--- src/rtl/vga_sync_ctrl_pkg.sv ---
// Shared types and default timing for the VGA sync controller.
// Phase enum, 640x480@60 constants and a total-length helper.
package vga_pkg;

    typedef enum logic [1:0] {
        PH_ACTIVE,
        PH_FP,
        PH_SYNC,
        PH_BP
    } phase_t;

    localparam int DEF_H_ACTIVE = 640;
    localparam int DEF_H_FP     = 16;
    localparam int DEF_H_SYNC   = 96;
    localparam int DEF_H_BP     = 48;
    localparam int DEF_V_ACTIVE = 480;
    localparam int DEF_V_FP     = 10;
    localparam int DEF_V_SYNC   = 2;
    localparam int DEF_V_BP     = 33;

    function automatic int vga_total(
        input int act,
        input int fp,
        input int sync,
        input int bp
    );
        return act + fp + sync + bp;
    endfunction

endpackage

--- src/rtl/vga_sync_ctrl_if.sv ---
// Timing bundle between the sync controller and the pixel stage.
// master: drives scan position/strobes, takes en. slave: the reverse.
interface vga_sync_if #(
    parameter int WIDTH = 10
);
    logic             en;
    logic [WIDTH-1:0] hcnt;
    logic [WIDTH-1:0] vcnt;
    logic             hsync;
    logic             vsync;
    logic             video_on;
    logic             line_end;
    logic             frame_end;
    logic             frame_start;

    modport master (
        input  en,
        output hcnt, vcnt, hsync, vsync,
        output video_on, line_end,
        output frame_end, frame_start
    );

    modport slave (
        output en,
        input  hcnt, vcnt, hsync, vsync,
        input  video_on, line_end,
        input  frame_end, frame_start
    );
endinterface

--- src/rtl/vga_axis_fsm.sv ---
// One scan axis: ACTIVE->FP->SYNC->BP phase FSM plus absolute position.
// Ports: pclk, rst, step in; pos, last, phase_nxt, last_nxt out.
module vga_axis_fsm
    import vga_pkg::*;
#(
    parameter int ACTIVE = 640,
    parameter int FP     = 16,
    parameter int SYNC   = 96,
    parameter int BP     = 48,
    parameter int WIDTH  = 10
) (
    input  logic             pclk,
    input  logic             rst,
    input  logic             step,
    output logic [WIDTH-1:0] pos,
    output logic             last,
    output phase_t           phase_nxt,
    output logic             last_nxt
);
    localparam int TOTAL = vga_total(ACTIVE, FP, SYNC, BP);
    localparam logic [WIDTH-1:0] LAST_POS = WIDTH'(TOTAL - 1);

    phase_t           r_phase;
    phase_t           w_phase_nxt;
    logic [WIDTH-1:0] r_pos;
    logic [WIDTH-1:0] w_pos_nxt;
    logic [WIDTH-1:0] r_left;
    logic [WIDTH-1:0] w_left_nxt;

    // Steps remaining in a phase after the entry step.
    function automatic logic [WIDTH-1:0] len_m1(input phase_t p);
        logic [WIDTH-1:0] v;
        v = WIDTH'(ACTIVE - 1);
        unique case (p)
            PH_ACTIVE: v = WIDTH'(ACTIVE - 1);
            PH_FP:     v = WIDTH'(FP - 1);
            PH_SYNC:   v = WIDTH'(SYNC - 1);
            PH_BP:     v = WIDTH'(BP - 1);
        endcase
        return v;
    endfunction

    always_comb begin
        w_phase_nxt = r_phase;
        w_pos_nxt   = r_pos;
        w_left_nxt  = r_left;
        if (step) begin
            if (r_left == '0) begin
                unique case (r_phase)
                    PH_ACTIVE: w_phase_nxt = PH_FP;
                    PH_FP:     w_phase_nxt = PH_SYNC;
                    PH_SYNC:   w_phase_nxt = PH_BP;
                    PH_BP:     w_phase_nxt = PH_ACTIVE;
                endcase
                w_left_nxt = len_m1(w_phase_nxt);
                // Leaving BP is the end of the axis: wrap position.
                w_pos_nxt = (r_phase == PH_BP) ? '0 : r_pos + 1'b1;
            end else begin
                w_left_nxt = r_left - 1'b1;
                w_pos_nxt  = r_pos + 1'b1;
            end
        end
    end

    always_ff @(posedge pclk) begin
        if (rst) begin
            r_phase <= PH_ACTIVE;
            r_pos   <= '0;
            r_left  <= len_m1(PH_ACTIVE);
        end else begin
            r_phase <= w_phase_nxt;
            r_pos   <= w_pos_nxt;
            r_left  <= w_left_nxt;
        end
    end

    assign pos       = r_pos;
    assign last      = (r_pos == LAST_POS);
    assign phase_nxt = w_phase_nxt;
    assign last_nxt  = (w_pos_nxt == LAST_POS);

endmodule

--- src/rtl/vga_sync_ctrl.sv ---
// VGA display timing controller: H/V axis FSMs and registered decode.
// Ports: pclk, rst; bus (master) carries en in, positions/syncs/strobes out.
module vga_sync_ctrl
    import vga_pkg::*;
#(
    parameter int H_ACTIVE = DEF_H_ACTIVE,
    parameter int H_FP     = DEF_H_FP,
    parameter int H_SYNC   = DEF_H_SYNC,
    parameter int H_BP     = DEF_H_BP,
    parameter int V_ACTIVE = DEF_V_ACTIVE,
    parameter int V_FP     = DEF_V_FP,
    parameter int V_SYNC   = DEF_V_SYNC,
    parameter int V_BP     = DEF_V_BP,
    parameter bit HS_POL   = 1'b0,
    parameter bit VS_POL   = 1'b0,
    parameter int WIDTH    = 10
) (
    input  logic        pclk,
    input  logic        rst,
    vga_sync_if.master  bus
);
    logic [WIDTH-1:0] w_h_pos;
    logic [WIDTH-1:0] w_v_pos;
    logic             w_h_last;
    logic             w_v_last;
    logic             w_h_last_nxt;
    logic             w_v_last_nxt;
    phase_t           w_h_ph_nxt;
    phase_t           w_v_ph_nxt;
    logic             w_v_step;

    logic r_hsync;
    logic r_vsync;
    logic r_video_on;
    logic r_line_end;
    logic r_frame_end;
    logic r_frame_start;

    assign w_v_step = bus.en & w_h_last;

    vga_axis_fsm #(
        .ACTIVE(H_ACTIVE), .FP(H_FP), .SYNC(H_SYNC),
        .BP(H_BP), .WIDTH(WIDTH)
    ) u_h (
        .pclk(pclk), .rst(rst), .step(bus.en),
        .pos(w_h_pos), .last(w_h_last),
        .phase_nxt(w_h_ph_nxt), .last_nxt(w_h_last_nxt)
    );

    vga_axis_fsm #(
        .ACTIVE(V_ACTIVE), .FP(V_FP), .SYNC(V_SYNC),
        .BP(V_BP), .WIDTH(WIDTH)
    ) u_v (
        .pclk(pclk), .rst(rst), .step(w_v_step),
        .pos(w_v_pos), .last(w_v_last),
        .phase_nxt(w_v_ph_nxt), .last_nxt(w_v_last_nxt)
    );

    // Decode from next state so outputs land on the same edge as positions.
    always_ff @(posedge pclk) begin
        if (rst) begin
            r_hsync       <= ~HS_POL;
            r_vsync       <= ~VS_POL;
            r_video_on    <= 1'b1;
            r_line_end    <= 1'b0;
            r_frame_end   <= 1'b0;
            r_frame_start <= 1'b0;
        end else if (bus.en) begin
            r_hsync <= (w_h_ph_nxt == PH_SYNC) ? HS_POL : ~HS_POL;
            r_vsync <= (w_v_ph_nxt == PH_SYNC) ? VS_POL : ~VS_POL;
            r_video_on <= (w_h_ph_nxt == PH_ACTIVE) &&
                          (w_v_ph_nxt == PH_ACTIVE);
            r_line_end    <= w_h_last_nxt;
            r_frame_end   <= w_h_last_nxt & w_v_last_nxt;
            // Only a natural wrap out of the final pixel starts a frame.
            r_frame_start <= w_h_last & w_v_last;
        end else begin
            r_frame_start <= 1'b0;
        end
    end

    assign bus.hcnt        = w_h_pos;
    assign bus.vcnt        = w_v_pos;
    assign bus.hsync       = r_hsync;
    assign bus.vsync       = r_vsync;
    assign bus.video_on    = r_video_on;
    assign bus.line_end    = r_line_end;
    assign bus.frame_end   = r_frame_end;
    assign bus.frame_start = r_frame_start;

endmodule
--- src/flat_wrapper.sv ---
// flat-port wrapper written by rule: the top's interface ports become plain ports
module vga_sync_ctrl_flat import vga_pkg::*;
#(
    parameter int H_ACTIVE = DEF_H_ACTIVE,
    parameter int H_FP     = DEF_H_FP,
    parameter int H_SYNC   = DEF_H_SYNC,
    parameter int H_BP     = DEF_H_BP,
    parameter int V_ACTIVE = DEF_V_ACTIVE,
    parameter int V_FP     = DEF_V_FP,
    parameter int V_SYNC   = DEF_V_SYNC,
    parameter int V_BP     = DEF_V_BP,
    parameter bit HS_POL   = 1'b0,
    parameter bit VS_POL   = 1'b0,
    parameter int WIDTH    = 10
)
  (pclk, rst, bus_en, bus_hcnt, bus_vcnt, bus_hsync, bus_vsync, bus_video_on, bus_line_end, bus_frame_end, bus_frame_start);
  vga_sync_if #(.WIDTH(WIDTH)) bus_i ();
  input  logic pclk;
  input  logic rst;
  input wire logic [$bits(bus_i.en)-1:0] bus_en;
  output wire logic [$bits(bus_i.hcnt)-1:0] bus_hcnt;
  output wire logic [$bits(bus_i.vcnt)-1:0] bus_vcnt;
  output wire logic [$bits(bus_i.hsync)-1:0] bus_hsync;
  output wire logic [$bits(bus_i.vsync)-1:0] bus_vsync;
  output wire logic [$bits(bus_i.video_on)-1:0] bus_video_on;
  output wire logic [$bits(bus_i.line_end)-1:0] bus_line_end;
  output wire logic [$bits(bus_i.frame_end)-1:0] bus_frame_end;
  output wire logic [$bits(bus_i.frame_start)-1:0] bus_frame_start;
  assign bus_i.en = bus_en;
  assign bus_hcnt = bus_i.hcnt;
  assign bus_vcnt = bus_i.vcnt;
  assign bus_hsync = bus_i.hsync;
  assign bus_vsync = bus_i.vsync;
  assign bus_video_on = bus_i.video_on;
  assign bus_line_end = bus_i.line_end;
  assign bus_frame_end = bus_i.frame_end;
  assign bus_frame_start = bus_i.frame_start;
  vga_sync_ctrl #(.H_ACTIVE(H_ACTIVE), .H_FP(H_FP), .H_SYNC(H_SYNC), .H_BP(H_BP), .V_ACTIVE(V_ACTIVE), .V_FP(V_FP), .V_SYNC(V_SYNC), .V_BP(V_BP), .HS_POL(HS_POL), .VS_POL(VS_POL), .WIDTH(WIDTH)) u_core (.pclk(pclk), .rst(rst), .bus(bus_i));
endmodule
--- config.mk ---
export PLATFORM = sky130hd
export DESIGN_NAME = vga_sync_ctrl_flat
export DESIGN_NICKNAME = d
export VERILOG_FILES = /design/src/rtl/vga_sync_ctrl_pkg.sv /design/src/rtl/vga_sync_ctrl_if.sv /design/src/rtl/vga_axis_fsm.sv /design/src/rtl/vga_sync_ctrl.sv /design/src/flat_wrapper.sv
export SDC_FILE = /design/constraint.sdc
export NUM_CORES = 1
export LEC_CHECK = 0
export CAP_MARGIN = 40
export CORE_UTILIZATION = 33
export CTS_BUF_LIST = sky130_fd_sc_hd__clkbuf_4 sky130_fd_sc_hd__clkbuf_8
export DETAILED_ROUTE_END_ITERATION = 6
export HOLD_SLACK_MARGIN = 0.1
export PLACE_DENSITY = 0.57
export SLEW_MARGIN = 40
export SYNTH_ARGS = -nofsm -noshare
export SYNTH_HDL_FRONTEND = slang
export SYNTH_SLANG_ARGS = --single-unit
export TNS_END_PERCENT = 30
--- constraint.sdc ---
create_clock -name pclk -period 3.52 [get_ports pclk]
set_clock_uncertainty 0.2 [all_clocks]
set_input_delay 0.352 -clock pclk [delete_from_list [all_inputs] [get_ports pclk]]
set_output_delay 0.352 -clock pclk [all_outputs]
set_load 0.1 [all_outputs]
Yosys cells after proc, flatten, opt, wreduce, memory -nomap -nowiden --
Cells that the tools add are included.
Operators by class: bitwise logic cells 4, add/sub/neg operators 4, reductions and logical operators 10, muxes and demuxes 22, equal/unequal tests 18
Operators with widths (count):
- two-way mux 10 bit | 8
- case mux 10 bit (4 select lines) | 2
- equality test 10 bit (second input constant) | 4
- adder 10 x 1 -> 10 bit (second input constant) | 2
- equality test 2 bit (second input constant) | 10
- logical NOT 10 bit | 2
- subtractor 10 x 1 -> 10 bit (second input constant) | 2
- two-way mux 2 bit | 8
- case mux 2 bit (4 select lines) | 2
- logical NOT 2 bit | 6
- equality test 2 x 1 -> 1 bit (second input constant) | 4
- bitwise AND 1 bit | 3
- two-way mux 1 bit | 2
- OR reduction 2 bit | 1
- logical AND 1 bit | 1
- NOT 1 bit | 1
Storage, ports and cells: register bits after elaboration 50, output and inout port bits 26, word-level logic and storage cells 70, input bits 3

Longest topological paths before layout --
Gate-level depths: netlist (run 1).
word-level depth 8, depth in mapped cells 9, depth with buffers taken out 8

Modules after synthesis --
Synthesis (run 1) repeated with hierarchy kept, for this count alone.
Unflattened totals: cells, all modules 316, area, all modules 2766.4 um2
Modules (own cells, without submodules):
- vga_axis_fsm (u_core.u_v) | cells each 155, instances 1, sequential area each 440.4 um2, area an instance 1348.8 um2
- vga_axis_fsm (u_core.u_h) | cells each 138, instances 1, sequential area each 440.4 um2, area an instance 1174.9 um2
- vga_sync_ctrl | cells each 23, instances 1, sequential area each 120.1 um2, area an instance 242.7 um2

Worst setup path before layout (run 1) --
No wires, ideal clock.
path kind flip-flop to flip-flop, from reg u_core.u_h.r_pos[0], in the netlist u_core.u_h.pos[0], to reg u_core.r_frame_end, in the netlist u_core.bus.frame_end, path buffers 2, clock period less this slack 3.095 ns, arrival time 2.810 ns, library setup time 0.084 ns, cell stages (with the launch flop) 10, slack 0.425 ns, required time 3.236 ns, cell sequence dfxtp_1 ha_1 and3_1 buf_6 and4_4 clkbuf_8 nand4_1 xnor2_1 a2111o_1 o31ai_2
Between the ends: cells in the longest elaborated chain, start to end 6, elaborated cells between the ends (all ways) 10, classes of those cells add/sub (1); eq/ne (3); mux (4); bitwise (2)
RTL lines:
- start, declared | line vga_axis_fsm.sv:25 | logic [WIDTH-1:0] r_pos;
- start signal, assigned | line vga_axis_fsm.sv:72 | r_pos <= w_pos_nxt;
- adder 10 x 1 -> 10 bit | line vga_axis_fsm.sv:57, vga_axis_fsm.sv:60
- two-way mux 10 bit | line vga_axis_fsm.sv:57 | w_pos_nxt = (r_phase == PH_BP) ? '0 : r_pos + 1'b1;
- two-way mux 10 bit | line vga_axis_fsm.sv:48 | if (r_left == '0) begin
- two-way mux 10 bit | line vga_axis_fsm.sv:47 | if (step) begin
- equality test 10 bit | line vga_axis_fsm.sv:80 | assign last_nxt = (w_pos_nxt == LAST_POS);
- bitwise AND 1 bit (*) | line vga_sync_ctrl.sv:74 | r_frame_end <= w_h_last_nxt & w_v_last_nxt;
- end signal, assigned | line vga_sync_ctrl.sv:74
- end, declared | line vga_sync_ctrl.sv:36 | logic r_frame_end;
Every way passes the cells marked *; elsewhere a longest branch is shown, timed or not. A chain may end at the register's enable or synchronous reset.

Worst setup path after layout (run 1) --
Ends and elaborated chain as after synthesis.

==> impl_metrics.csv, run 1 <==
group,metric,value,unit
final_layout,fill_cells,874,
critical_path,critical_path.endpoint_type,"flop",
critical_path,timing.rr.start,"u_core.u_h.pos[0]",
status,run_status,"finished clean",
clock_network,clock_latency,0.30,ns
critical_path,timing.critical_path.max_delay_family,"simple AND/OR/NAND/NOR gates",
critical_path,timing.critical_path.arrival,2.76,ns
clock_network,cts_tree,"built",
sta,min_clock_period_post_route,2.74,ns
logic_synthesis,synthesized_flop_and_latch_total,50,
detailed_routing,viasPerCell,4.99,
critical_path,worst_path_largest_cell_delay,0.44,ns
sta,final_max_slew_viol_count,0,
critical_path,critical_path.cell_chain,"ha_1 > and3_1 > and4_4 > nand3_4 > mux2_4 > a2111o_1 > o31ai_2",
sta,max_slew_margin,56.6,%
sta,fin_crit_sh,77.7,%
clock_network,tritoncts_buffers,5,
floorplanning,floorplan.die_area,8630,µm²
final_layout,areaGrowthSynthToFinish,10.9,%
final_layout,final_layout_size_suffix_gt1_share,15.4,%
logic_synthesis,synthesis.instances,318,
global_route,grt_pass1_vias,2145,
critical_path,path_class,"reg -> reg",
logic_synthesis,synth_flop_cell,"sky130_fd_sc_hd__dfxtp_1",
power,highest_ir_drop_seen_on_vdd,0.000157,V
detailed_routing,routed_wl,5770,µm
power,clkPwrFrac,34.7,%
power,net-switching-power,0.000240,W
floorplanning,initial_core_util,34.7,%
detailed_routing,final_antenna_net_count,0,
critical_path,setup.worst_path.start,"u_core.u_h.pos[0]",
floorplanning,floorplan.die.height,92.9,µm
min_path,worstHoldPathType,"reg -> reg",
flow_run,max_cap_violations,0,
critical_path,critPathCapture,"u_core.bus.frame_end",
clock_network,cts_resized,0,
critical_path,cp.depth,7,
floorplanning,top_level_port_count,29,
clock_network,path_clk_slew,0.09,ns
critical_path,r2r_slack,0.78,ns
global_route,grt_max_degree,21,
final_layout,num-nets-final,361,
power,power.leakage,1.19,nW
power,netSwitchingFraction,24.5,%
critical_path,worstPathBufferInverterCount,0,
sta,tightest_slew,0.651,ns
logic_synthesis,ys_types,63,
detailed_routing,firstDrtPassIters,4,
sta,fmaxAchievable,0.365,GHz
final_layout,layout.area.seq,1000,µm²
detailed_routing,drt_drc_violations_left,0,
floorplanning,fp-row-count,32,
clock_network,post_cts_setup_buffer_count,0,
global_route,grt_antenna_before_repair,0,
sta,finalSetupViolations,0,
placement,port_buffers,28,
detailed_routing,detail_route.iter0.violations,36,
detailed_routing,avgRoutedWirePerCell,12.9,µm
critical_path,regToRegEndpoint,"u_core.bus.frame_end",
clock_network,count_of_hold_buffers_inserted_by_post_cts_repair,0,
logic_synthesis,synth_seq_area_share,36.7,%
logic_synthesis,synthArstFlopShare,0,%
sta,grt_setup_unrepaired,"false",
power,power.density,324,nW/µm²
clock_network,clock_tree.htree_level_count,2,
power,intPower,0.000739,W
sta,finalSetupTns,0,ns
logic_synthesis,synth_fp_nets,335,
global_route,grt_remaining_overflow,0,
power,total_power,0.000979,W
sta,final_hold_fails,0,
logic_synthesis,synth_warnings,0,
placement,finalWeightedCongestion,0.762,
placement,place_hpwl,4300,µm
final_layout,total_inserted_antenna_cells,0,
critical_path,critical_path.max_fanout,20,
global_route,grt_util_all_layers,14.3,%
critical_path,cpMaxStageDelayCell,"sky130_fd_sc_hd__dfxtp_1",
logic_synthesis,syn_area,2730,µm²
detailed_routing,vias_post_dr,2227,
clock_network,clock-sinks,50,
logic_synthesis,synth-edff-count,0,
power,combPwrFrac,6.4,%
floorplanning,die_x,92.9,µm
final_layout,multiInputGateArea,1590,µm²
critical_path,worst-endpoint-required,3.54,ns
clock_network,ctsRootBufferMaster,"sky130_fd_sc_hd__clkbuf_8",
critical_path,ff2ff_path_depth,7,
clock_network,cts_buffer_depth,2,
global_route,grt_first_pass_wirelength,9990,µm
floorplanning,coreArea,7850,µm²
logic_synthesis,syn_avg_cell_area,8.57,µm²
critical_path,critical_path.startpoint_type,"flop",
power,pwr-share-seq,58.8,%
[layout make-up]
| class | count | area share (%) |
|---|---|---|
| multi-input cells | 241 | 52.5 |
| flip-flops and latches | 50 | 33.1 |
| repair buffers | 30 | 5.46 |
| well taps | 102 | 4.22 |
| clock buffers | 7 | 2.77 |
| inverters | 16 | 1.99 |
[cells in the mapped netlist, types with 2 or more instances]
cell / count / area, µm²
sky130_fd_sc_hd__a211oi_1: 3 / 22.5
sky130_fd_sc_hd__a21oi_1: 6 / 30.0
sky130_fd_sc_hd__and2_1: 3 / 18.8
sky130_fd_sc_hd__and3_1: 5 / 31.3
sky130_fd_sc_hd__and4_1: 2 / 17.5
sky130_fd_sc_hd__buf_2: 3 / 15.0
sky130_fd_sc_hd__buf_6: 3 / 33.8
sky130_fd_sc_hd__clkbuf_1: 3 / 11.3
sky130_fd_sc_hd__dfxtp_1: 50 / 1000
sky130_fd_sc_hd__ha_1: 14 / 175
sky130_fd_sc_hd__inv_1: 15 / 56.3
sky130_fd_sc_hd__mux2i_1: 5 / 50.1
sky130_fd_sc_hd__nand2_1: 39 / 146
sky130_fd_sc_hd__nand2b_1: 2 / 12.5
sky130_fd_sc_hd__nand3_1: 12 / 60.1
sky130_fd_sc_hd__nand4_1: 7 / 43.8
sky130_fd_sc_hd__nor2_1: 38 / 143
sky130_fd_sc_hd__nor3_1: 12 / 60.1
sky130_fd_sc_hd__nor4_1: 2 / 12.5
sky130_fd_sc_hd__o211ai_1: 3 / 22.5
sky130_fd_sc_hd__o21ai_0: 15 / 75.1
sky130_fd_sc_hd__o311ai_0: 2 / 17.5
sky130_fd_sc_hd__o31ai_2: 2 / 25.0
sky130_fd_sc_hd__or3_1: 5 / 31.3
sky130_fd_sc_hd__or4_1: 3 / 22.5
sky130_fd_sc_hd__xnor2_1: 17 / 149
sky130_fd_sc_hd__xor2_1: 11 / 96.3
[flip-flops by register name, summed over array words and instances, names as in the netlist, 2 cells and up]
register / flops
u_core.u_h.r_left: 10
u_core.u_h.r_phase: 2
u_core.u_v.r_phase: 2
u_core.u_v.r_left: 10
u_core.u_h.pos: 10
u_core.u_v.pos: 10
[routing by layer]
layer / global-route usage (%) / part of all wire (%)
met1: 19.4 / 50
met2: 23.0 / 46
met3: 2.79 / 2.9
met4: 4.10 / 0.87
met5: 0 / 0
[cells by family after synthesis]
| kind of cell | synth area share [%] |
|---|---|
| AND/OR/NAND/NOR | 28.8 |
| flip-flops | 36.7 |
| multiplexers | 2.39 |
| AO/OA/AOI/OAI | 11.6 |
| adder cells (fa/ha/maj) | 6.43 |
| XOR/XNOR | 8.99 |
| buffers and inverters | 5.09 |
[layout by cell type (no fill, tap or decap), types with 3 or more instances in the layout]
master,netlist,routed
sky130_fd_sc_hd__dfxtp_1,50,50
sky130_fd_sc_hd__nand2_1,39,39
sky130_fd_sc_hd__nor2_1,38,38
sky130_fd_sc_hd__buf_2,3,26
sky130_fd_sc_hd__xnor2_1,17,17
sky130_fd_sc_hd__inv_1,15,15
sky130_fd_sc_hd__o21ai_0,15,15
sky130_fd_sc_hd__ha_1,14,14
sky130_fd_sc_hd__nor3_1,12,12
sky130_fd_sc_hd__nand3_1,12,12
sky130_fd_sc_hd__xor2_1,11,11
sky130_fd_sc_hd__nand4_1,7,7
sky130_fd_sc_hd__a21oi_1,6,6
sky130_fd_sc_hd__or3_1,5,5
sky130_fd_sc_hd__and3_1,5,5
sky130_fd_sc_hd__mux2i_1,5,5
sky130_fd_sc_hd__clkbuf_8,1,5
sky130_fd_sc_hd__or4_1,3,3
sky130_fd_sc_hd__o211ai_1,3,3
sky130_fd_sc_hd__and2_1,3,3
sky130_fd_sc_hd__a211oi_1,3,3
[worst min-delay path by stage]
| stage | from | cells after the start | endpoint |
|---|---|---|---|
| after floorplan | u_core.u_h.r_left[1] | 2 | u_core.u_h.r_left[1] |
| after global placement | u_core.u_h.r_left[1] | 2 | u_core.u_h.r_left[1] |
| after detailed placement | u_core.u_h.r_left[1] | 2 | u_core.u_h.r_left[1] |
| after CTS | u_core.u_h.r_left[1] | 2 | u_core.u_h.r_left[1] |
| after global routing | u_core.u_h.r_left[0] | 2 | u_core.u_h.r_left[0] |
| final | u_core.u_h.r_left[1] | 2 | u_core.u_h.r_left[1] |
[worst register-to-register path, stage by stage (launching register included)]
cell and delay (ns):
sky130_fd_sc_hd__dfxtp_1 0.44, sky130_fd_sc_hd__ha_1 0.23, sky130_fd_sc_hd__and3_1 0.33, sky130_fd_sc_hd__and4_4 0.42
sky130_fd_sc_hd__nand3_4 0.12, sky130_fd_sc_hd__mux2_4 0.31, sky130_fd_sc_hd__a2111o_1 0.40, sky130_fd_sc_hd__o31ai_2 0.21
[power groups by stage]
stage / Combinational [W] / Sequential, W / Clock [W]
after CTS: 0.0000641 / 0.000576 / 0.000355
after global placement: 0.0000655 / 0.000589 / 0
after global routing: 0.0000685 / 0.000577 / 0.000375
after detailed placement: 0.0000641 / 0.000589 / 0
final: 0.0000630 / 0.000576 / 0.000340
after floorplan: 0.0000289 / 0.000610 / 0
[per-stage QoR]
stage	hold WS, ns	util (%)	instances	setup WS, ns	instance area [µm²]
6_report	0.290	38.5	446	0.784	3020
5_1_grt	0.327	38.5	446	0.590	3020
4_1_cts	0.295	38.5	446	0.778	3020
3_5_place_dp	0.273	37.5	439	0.615	2940
3_3_place_gp	0.263	39.1	439	0.659	3070
2_1_floorplan	0.243	-	318	0.425	2730
Note: power is estimated with default switching activity, not from simulation.
==> run 2, diff against run 1 <==
--- a/config.mk
+++ b/config.mk
@@ -10,7 +10,7 @@
 export CTS_BUF_LIST = sky130_fd_sc_hd__clkbuf_4 sky130_fd_sc_hd__clkbuf_8
 export DETAILED_ROUTE_END_ITERATION = 6
 export HOLD_SLACK_MARGIN = 0.1
-export PLACE_DENSITY = 0.57
+export PLACE_DENSITY = 0.59
 export SLEW_MARGIN = 40
 export SYNTH_ARGS = -nofsm -noshare
 export SYNTH_HDL_FRONTEND = slang
==> constraint.sdc (replaced) <==
create_clock -name pclk -period 2.4 [get_ports pclk]
set_clock_uncertainty 0.2 [all_clocks]
set_input_delay 0.24 -clock pclk [delete_from_list [all_inputs] [get_ports pclk]]
set_output_delay 0.24 -clock pclk [all_outputs]
set_load 0.1 [all_outputs]
==> impl_metrics.csv, run 2 (same netlist as run 1, synthesis figures left out) <==
group,metric,value,unit
critical_path,critPathCapture,"u_core.bus.frame_end",
final_layout,fill_cells,814,
detailed_routing,firstDrtPassIters,4,
sta,tightest_slew,0.587,ns
clock_network,tritoncts_buffers,5,
sta,min_clock_period_post_route,2.29,ns
power,total_power,0.00154,W
critical_path,timing.rr.start,"u_core.u_h.pos[0]",
floorplanning,top_level_port_count,29,
critical_path,worst-endpoint-required,2.43,ns
min_path,worstHoldPathType,"reg -> reg",
clock_network,clock-sinks,50,
global_route,grt_remaining_overflow,0,
final_layout,mostFrequentLayoutCells,"sky130_fd_sc_hd__buf_4, sky130_fd_sc_hd__nand2_1, sky130_fd_sc_hd__nor2_1",
critical_path,worst_path_largest_cell_delay,0.40,ns
critical_path,critical_path.endpoint_type,"flop",
critical_path,r2r_slack,0.11,ns
critical_path,timing.critical_path.arrival,2.31,ns
floorplanning,floorplan.die.height,92.9,µm
critical_path,path_class,"reg -> reg",
sta,max_slew_margin,60.9,%
final_layout,multiInputGateArea,1620,µm²
global_route,grt_pass1_vias,2190,
clock_network,ctsRootBufferMaster,"sky130_fd_sc_hd__clkbuf_8",
flow_run,max_cap_violations,0,
sta,final_hold_fails,0,
sta,final_max_slew_viol_count,0,
power,combPwrFrac,6.4,%
final_layout,leading_cell_type_in_the_layout_fill_and_taps_excluded,"sky130_fd_sc_hd__buf_4",
status,run_status,"finished clean",
power,clkPwrFrac,39.0,%
final_layout,total_inserted_antenna_cells,0,
final_layout,layout.area.seq,1040,µm²
clock_network,path_clk_slew,0.10,ns
final_layout,final_cell_area,3380,µm²
final_layout,num-nets-final,384,
power,netSwitchingFraction,23.9,%
detailed_routing,viasPerCell,4.95,
floorplanning,initial_core_util,34.7,%
detailed_routing,final_antenna_net_count,0,
sta,fin_worst_hold_slack,0.281,ns
detailed_routing,drt_drc_violations_left,0,
floorplanning,floorplan.die_area,8630,µm²
detailed_routing,vias_post_dr,2327,
placement,placement_stage_cell_area,3250,µm²
placement,place_hpwl,4570,µm
global_route,grt_util_all_layers,14.6,%
critical_path,setup.worst_path.start,"u_core.u_h.pos[0]",
clock_network,count_of_hold_buffers_inserted_by_post_cts_repair,0,
critical_path,regToRegEndpoint,"u_core.bus.frame_end",
floorplanning,die_x,92.9,µm
detailed_routing,avgRoutedWirePerCell,12.7,µm
critical_path,critical_path.max_fanout,6,
floorplanning,coreArea,7850,µm²
clock_network,clock_latency,0.30,ns
floorplanning,fp-row-count,32,
clock_network,cts_buffer_depth,2,
critical_path,ff2ff_path_depth,7,
final_layout,final_layout_size_suffix_gt1_share,26.9,%
sta,fmaxAchievable,0.437,GHz
placement,port_buffers,28,
sta,finalSetupViolations,0,
power,highest_ir_drop_seen_on_vdd,0.000258,V
detailed_routing,detail_route.iter0.violations,49,
detailed_routing,routed_wl,5990,µm
global_route,grt_antenna_before_repair,0,
sta,grt_setup_unrepaired,"false",
critical_path,cpMaxStageDelayCell,"sky130_fd_sc_hd__dfxtp_4",
power,net-switching-power,0.000369,W
placement,finalWeightedCongestion,0.804,
clock_network,cts_tree,"built",
global_route,grt_first_pass_wirelength,10200,µm
power,power.density,457,nW/µm²
critical_path,critical_path.startpoint_type,"flop",
power,pwr-share-seq,54.6,%
global_route,grt_max_degree,17,
critical_path,critical_path.cell_chain,"ha_4 > and3_4 > and4_4 > nand3_4 > mux2_4 > a2111o_1 > o31ai_2",
power,power.leakage,1.32,nW
power,intPower,0.00117,W
clock_network,clock_tree.htree_level_count,2,
final_layout,areaGrowthSynthToFinish,23.9,%
sta,fin_crit_sh,95.3,%
[run 2: cell types whose count changed in the layout (fill, tap and decap cells not counted), sizes merged]
cell,before,now
clkinv,1,2
inv,15,16
buf,28,51
clkbuf,7,5
bufinv,0,1
[run 2: what timing repair did]
action,4_1_cts,5_1_grt
setup endpoints to repair,0,3
gates resized for setup,0,4
buffers inserted,0,0
hold endpoints to repair,0,0
[run 2: final cells by class]
class	instances	area share, %
Inverter	16	1.78
Clock inverter	3	1.30
Clock buffer	5	2.04
Multi-Input combinational cell	241	48.0
Timing Repair Buffer	53	12.3
Tap cell	102	3.78
Sequential cell	50	30.8
[run 2: worst min-delay path by stage]
stage | cells past startpoint | endpoint | from
after detailed placement | 2 | u_core.bus.line_end | u_core.bus.line_end
after CTS | 2 | u_core.bus.line_end | u_core.bus.line_end
after floorplan | 2 | u_core.u_h.r_left[1] | u_core.u_h.r_left[1]
after global placement | 2 | u_core.u_h.r_left[1] | u_core.u_h.r_left[1]
final | 2 | u_core.bus.line_end | u_core.bus.line_end
after global routing | 2 | u_core.bus.line_end | u_core.bus.line_end
[run 2: critical path: cells and delay by family (launching register included)]
kind	cells	cell delay (ns)
AOI/OAI and AO/OA	2	0.60
and+or+nand+nor	3	0.57
DFF	1	0.40
muxes	1	0.30
adders and majority gates	1	0.15
[run 2: power by group through the flow]
stage	logic, W	registers, W	clock network (W)
3_5_place_dp	0.000101	0.000862	0
2_1_floorplan	0.0000441	0.000891	0
3_3_place_gp	0.0000997	0.000861	0
6_report	0.0000994	0.000842	0.000601
5_1_grt	0.000109	0.000844	0.000662
4_1_cts	0.000101	0.000842	0.000632
[run 2: stage by stage]
stage | setup WS [ns] | std cells | util, % | TNS (ns)
after detailed placement | -0.173 | 462 | 41.4 | -0.198
after floorplan | -0.0372 | 318 | - | -0.0372
after global routing | 0.00467 | 470 | 43.0 | 0
after global placement | -0.160 | 462 | 41.4 | -0.162
after CTS | 0.0548 | 470 | 42.8 | 0
final | 0.112 | 470 | 43.0 | 0
[run 2: routing by layer]
metal / GRT usage, % / share of wire, %
met4: 3.08 / 0.48
met1: 19.8 / 50
met5: 0 / 0
met3: 2.87 / 2.7
met2: 24.0 / 47
